`src/rtl/serial_cascade_comparator_if.sv`:
```
// Handshake bundle for the serial cascade comparator: operand/seed input channel,
// result output channel and progress status.
interface serial_cascade_comparator_if #(
    parameter int WIDTH = 9
);
    localparam int NSLICE = WIDTH / 3;
    localparam int IDXW   = (NSLICE > 1) ? $clog2(NSLICE) : 1;

    logic             in_valid;
    logic             in_ready;
    logic [WIDTH-1:0] a;
    logic [WIDTH-1:0] b;
    logic             cas_l;
    logic             cas_e;
    logic             cas_g;
    logic             out_valid;
    logic             out_ready;
    logic             lt;
    logic             et;
    logic             gt;
    logic             busy;
    logic [IDXW-1:0]  slice_idx;

    modport master (
        output in_valid, a, b, cas_l, cas_e, cas_g, out_ready,
        input  in_ready, out_valid, lt, et, gt, busy, slice_idx
    );

    modport slave (
        input  in_valid, a, b, cas_l, cas_e, cas_g, out_ready,
        output in_ready, out_valid, lt, et, gt, busy, slice_idx
    );
endinterface

```
`src/rtl/serial_cascade_comparator.sv`:
```
// Multi-cycle unsigned magnitude comparator: one 3-bit slice per clock, LSB first,
// with the registered slice result fed back as the cascade input of the next slice.
module serial_cascade_comparator #(
    parameter int WIDTH = 9
) (
    input logic                     clk,
    input logic                     rst,
    serial_cascade_comparator_if.slave bus
);
    localparam int NSLICE = WIDTH / 3;
    localparam int IDXW   = (NSLICE > 1) ? $clog2(NSLICE) : 1;
    localparam logic [IDXW-1:0] LAST_IDX = IDXW'(NSLICE - 1);

    typedef enum logic [1:0] {
        ST_IDLE = 2'b00,
        ST_RUN  = 2'b01,
        ST_DONE = 2'b10
    } state_t;

    state_t           state_r;
    logic [WIDTH-1:0] a_r;
    logic [WIDTH-1:0] b_r;
    logic [2:0]       res_r;
    logic [IDXW-1:0]  slice_idx_r;
    logic             in_ready_r;
    logic             busy_r;
    logic             out_valid_r;
    logic             lt_r;
    logic             et_r;
    logic             gt_r;
    logic [2:0]       res_next_s;

    // One 3-bit comparator stage: a differing slice overrides the cascade, equal passes it on.
    function automatic logic [2:0] slice_cmp(input logic [2:0] sa, input logic [2:0] sb,
                                             input logic [2:0] casc);
        logic [2:0] r;
        if (sa > sb) begin
            r = 3'b001;
        end else if (sa < sb) begin
            r = 3'b100;
        end else begin
            r = casc;
        end
        return r;
    endfunction

    // Operands are shifted right each RUN cycle, so the active slice always sits in bits [2:0].
    always_comb begin
        res_next_s = slice_cmp(a_r[2:0], b_r[2:0], res_r);
    end

    // Control FSM, operand shifters, cascade register and all registered outputs.
    always_ff @(posedge clk) begin
        if (rst) begin
            state_r     <= ST_IDLE;
            a_r         <= '0;
            b_r         <= '0;
            res_r       <= 3'b000;
            slice_idx_r <= '0;
            in_ready_r  <= 1'b1;
            busy_r      <= 1'b0;
            out_valid_r <= 1'b0;
            lt_r        <= 1'b0;
            et_r        <= 1'b0;
            gt_r        <= 1'b0;
        end else begin
            case (state_r)
                ST_IDLE: begin
                    if (bus.in_valid && in_ready_r) begin
                        a_r         <= bus.a;
                        b_r         <= bus.b;
                        res_r       <= {bus.cas_l, bus.cas_e, bus.cas_g};
                        slice_idx_r <= '0;
                        in_ready_r  <= 1'b0;
                        busy_r      <= 1'b1;
                        state_r     <= ST_RUN;
                    end else begin
                        state_r     <= ST_IDLE;
                    end
                end
                ST_RUN: begin
                    a_r   <= a_r >> 3'd3;
                    b_r   <= b_r >> 3'd3;
                    res_r <= res_next_s;
                    if (slice_idx_r == LAST_IDX) begin
                        slice_idx_r <= '0;
                        busy_r      <= 1'b0;
                        out_valid_r <= 1'b1;
                        lt_r        <= res_next_s[2];
                        et_r        <= res_next_s[1];
                        gt_r        <= res_next_s[0];
                        state_r     <= ST_DONE;
                    end else begin
                        slice_idx_r <= slice_idx_r + IDXW'(1);
                    end
                end
                ST_DONE: begin
                    if (bus.out_ready) begin
                        out_valid_r <= 1'b0;
                        in_ready_r  <= 1'b1;
                        state_r     <= ST_IDLE;
                    end else begin
                        state_r     <= ST_DONE;
                    end
                end
                default: begin
                    // Unreachable encoding: fall back to a clean idle.
                    slice_idx_r <= '0;
                    in_ready_r  <= 1'b1;
                    busy_r      <= 1'b0;
                    out_valid_r <= 1'b0;
                    state_r     <= ST_IDLE;
                end
            endcase
        end
    end

    assign bus.in_ready  = in_ready_r;
    assign bus.busy      = busy_r;
    assign bus.out_valid = out_valid_r;
    assign bus.lt        = lt_r;
    assign bus.et        = et_r;
    assign bus.gt        = gt_r;
    assign bus.slice_idx = slice_idx_r;
endmodule

```
`src/flat_wrapper.sv`:
```
// flat-port wrapper written by rule: the top's interface ports become plain ports
module serial_cascade_comparator_flat 
#(
    parameter int WIDTH = 9
)
  (clk, rst, bus_in_valid, bus_a, bus_b, bus_cas_l, bus_cas_e, bus_cas_g, bus_out_ready, bus_in_ready, bus_out_valid, bus_lt, bus_et, bus_gt, bus_busy, bus_slice_idx);
  serial_cascade_comparator_if #(.WIDTH(WIDTH)) bus_i ();
  input logic clk;
  input logic rst;
  input wire logic [$bits(bus_i.in_valid)-1:0] bus_in_valid;
  input wire logic [$bits(bus_i.a)-1:0] bus_a;
  input wire logic [$bits(bus_i.b)-1:0] bus_b;
  input wire logic [$bits(bus_i.cas_l)-1:0] bus_cas_l;
  input wire logic [$bits(bus_i.cas_e)-1:0] bus_cas_e;
  input wire logic [$bits(bus_i.cas_g)-1:0] bus_cas_g;
  input wire logic [$bits(bus_i.out_ready)-1:0] bus_out_ready;
  output wire logic [$bits(bus_i.in_ready)-1:0] bus_in_ready;
  output wire logic [$bits(bus_i.out_valid)-1:0] bus_out_valid;
  output wire logic [$bits(bus_i.lt)-1:0] bus_lt;
  output wire logic [$bits(bus_i.et)-1:0] bus_et;
  output wire logic [$bits(bus_i.gt)-1:0] bus_gt;
  output wire logic [$bits(bus_i.busy)-1:0] bus_busy;
  output wire logic [$bits(bus_i.slice_idx)-1:0] bus_slice_idx;
  assign bus_i.in_valid = bus_in_valid;
  assign bus_i.a = bus_a;
  assign bus_i.b = bus_b;
  assign bus_i.cas_l = bus_cas_l;
  assign bus_i.cas_e = bus_cas_e;
  assign bus_i.cas_g = bus_cas_g;
  assign bus_i.out_ready = bus_out_ready;
  assign bus_in_ready = bus_i.in_ready;
  assign bus_out_valid = bus_i.out_valid;
  assign bus_lt = bus_i.lt;
  assign bus_et = bus_i.et;
  assign bus_gt = bus_i.gt;
  assign bus_busy = bus_i.busy;
  assign bus_slice_idx = bus_i.slice_idx;
  serial_cascade_comparator #(.WIDTH(WIDTH)) u_core (.clk(clk), .rst(rst), .bus(bus_i));
endmodule
```
`config.mk`:
```
export PLATFORM = sky130hd
export DESIGN_NAME = serial_cascade_comparator_flat
export DESIGN_NICKNAME = d
export VERILOG_FILES = /design/src/rtl/serial_cascade_comparator_if.sv /design/src/rtl/serial_cascade_comparator.sv /design/src/flat_wrapper.sv
export SDC_FILE = /design/constraint.sdc
export NUM_CORES = 1
export LEC_CHECK = 0
export CAP_MARGIN = 30
export CORE_UTILIZATION = 48
export DETAILED_ROUTE_END_ITERATION = 10
export MAX_ROUTING_LAYER = met4
export PLACE_DENSITY = 0.88
export SLEW_MARGIN = 20
export SYNTH_ARGS = -nofsm -noshare
export SYNTH_HDL_FRONTEND = slang
export SYNTH_SLANG_ARGS = --single-unit
```
`constraint.sdc`:
```
create_clock -name clk -period 2.1 [get_ports clk]
set_input_delay 0.525 -clock clk [delete_from_list [all_inputs] [get_ports clk]]
set_output_delay 0.525 -clock clk [all_outputs]
set_load 0.01 [all_outputs]
```
==> results.cfg <==
[status]
outcome = finished clean

[placed_design]
dp_slack_ps = 122.6
numPortBuffers = 32
dp_hpwl_um = 2367
gp_congestion = 0.8330
postPlaceCellArea_um2 = 1752

[sta]
setup_violations = 0
final_max_slew_viol_count = 0
grt_setup_unrepaired = false
layout_setup_ws_ps = 187.3
finalCriticalPeriod_ps = 1913
fmax_ghz = 0.5228
fin_crit_sh = 0.9108
finClkSkew_ps = 8.956
relSlewSlack = 0.6662
hold_violations = 0
tightestPinTransition_ps = 497.6
fin_setup_tns_ps = 0

[worst_setup_path]
cp_max_fo = 7
worstSetupEndpointType = output pin
regToRegEndpoint = u_core.res_r[1]
cp_num_buf_inv = 1
criticalPathCategory = reg -> out
critical_path.cell_chain = clkdlybuf4s50_1
slowest_delay_ps = 590
r2r_cells = 6
crit_end = bus_in_ready
cp_data_arrival_time_ps = 1390
path_delay_family = buffers and inverters
timing.rr.start = u_core.b_r[2]
r2r_slack_ps = 260
cp_num_cells = 1
crit_path_start = u_core.bus.in_ready
worstPathRequired_ps = 1570
cp-start-kind = flop
slowest_stage = clkdlybuf4s50_1

[yosys]
async_reset_ff_frac = 0
ys_types = 33
synth.largest_area_cell = dfxtp_1
syn-cell-area_um2 = 1391
syn_area_per_cell_um2 = 9.035
synth_edf_count = 0
yosysTopAreaCellShare = 0.4460
ys_seq_area_frac = 0.4460
ys.flop_type = dfxtp_1
synth_cells = 154
syn_nets = 182
ys_ff_latch = 31
ys_warn_count = 0
synth_area_leaders = dfxtp_1 (45%), mux2i_1 (8.6%), nor2_1 (8.1%)

[die]
die_area_um2 = 3118
ioPinCount = 33
num_rows = 19
core-area_um2 = 2758
die_x_um = 55.84
initial_utilization = 0.5045
die_h_um = 55.84

[finish]
layout_commonest_cell = clkdlybuf4s50_1
seqCellArea_um2 = 620.6
layout_common_cells = clkdlybuf4s50_1 (32), dfxtp_1 (31), nor2_1 (30), a211oi_1 (14), mux2i_1 (12)
nFillCells = 216
syn_to_final_growth_pct = 32.10
n_antenna_cell = 0
multi_input_area_um2 = 689.4
stdcell_area_um2 = 1838
layout-drive-gt1-share = 0.1146
fin_nets = 219

[detailed_routing]
wirelength_um = 3248
wl_per_cell_um = 14.57
viasPerCell = 5.726
drt_iter0_drc = 17
vias = 1277
antenna_left = 0
firstDrtPassIters = 4
drcViolationCount = 0

[global_route]
grt_pass1_wl_um = 5582
grt_max_degree = 21
grt_overflow = 0
antenna_found_initial = 0
grt_pass1_vias = 1314
track_usage = 0.2405

[cts]
root_buffer = clkbuf_4
post_cts_buffers = 0
cts_buffer_depth = 2
holdBufCountCts = 0
clock_latency_ps = 340
cts_tree = yes
post_cts_resized = 0
clk_pin_slew_ps = 90
cts.sinks = 31
numCtsBuffers = 5
htree_levels = 2

[power_and_ir_drop]
p_total_mw = 1.484
p_per_area_nw_per_um2 = 807.3
power.leakage_nw = 0.7622
vdd_drop_max_mv = 0.5940

[worst_hold_path]
min_path_cells = 2
hold_path.class = reg -> reg

[flow_run]
cap_violations = 0
## metal layers
layer  wire (µm)  global-route usage  part of all wire
met5           0                   -                 0
met4          78              0.1429             0.024
met3         122             0.05581             0.038
met2        1681              0.4010              0.52
met1        1365              0.2614              0.42
## synth_stat cells (2+ instances only)
library cell and count:
dfxtp_1 31, nor2_1 30, a211oi_1 14, mux2i_1 12, a21oi_1 9, a22oi_1 7
inv_1 6, clkbuf_1 5, nand2_1 4, o21ai_0 4, a31oi_1 3, ha_1 3
nor3_1 3, buf_2 2, buf_6 2, nand2b_1 2
## registers in the layout, indices dropped and copies added (netlist names)
| register | count |
|---|---|
| u_core.bus.et | 1 |
| u_core.bus.slice_idx | 2 |
| u_core.state_r | 2 |
| u_core.b_r | 9 |
| u_core.bus.busy | 1 |
| u_core.res_r | 3 |
| u_core.bus.lt | 1 |
| u_core.a_r | 9 |
| u_core.bus.gt | 1 |
| u_core.bus.in_ready | 1 |
| u_core.bus.out_valid | 1 |
## how the worst min path moves through the flow
stage / end / from
3_3_place_gp: u_core.bus.et / u_core.bus.et
2_1_floorplan: u_core.res_r[2] / u_core.res_r[2]
6_report: u_core.bus.gt / u_core.bus.gt
4_1_cts: u_core.bus.gt / u_core.bus.gt
3_5_place_dp: u_core.bus.gt / u_core.bus.gt
5_1_grt: u_core.res_r[2] / u_core.res_r[2]
## kinds of logic (layout without fill, tap and decap cells)
group | after synthesis | after routing | synth area share
fa+ha+maj | 3 | 3 | 0.02698
buf+inv | 16 | 54 | 0.05845
compound gates | 43 | 43 | 0.2140
flops | 31 | 31 | 0.4460
simple gates | 49 | 49 | 0.1682
mux | 12 | 12 | 0.08633
## cell type report
type                    instances  area share
multi-input cells             107      0.3751
flip-flops and latches         31      0.3376
repair buffers                 40      0.2069
clock buffers                   6     0.02791
well taps                      31     0.02110
clock inverters                 2     0.01906
inverters                       6     0.01225
## power breakdown
part | internal (mW) | switching, mW | total (mW)
registers | 0.641 | 0.0331 | 0.674
clock network | 0.281 | 0.212 | 0.493
logic | 0.156 | 0.162 | 0.317
## through the flow
| stage | util | hold WS [ps] | cells |
|---|---|---|---|
| 3_3_place_gp | 0.6352 | 468.6 | 215 |
| 3_5_place_dp | 0.6352 | 484.6 | 215 |
| 2_1_floorplan | - | 453.7 | 154 |
| 4_1_cts | 0.6665 | 497.8 | 223 |
| 6_report | 0.6665 | 494.5 | 223 |
| 5_1_grt | 0.6665 | 517.8 | 223 |
No activity file was read; power rests on OpenSTA's default activity.
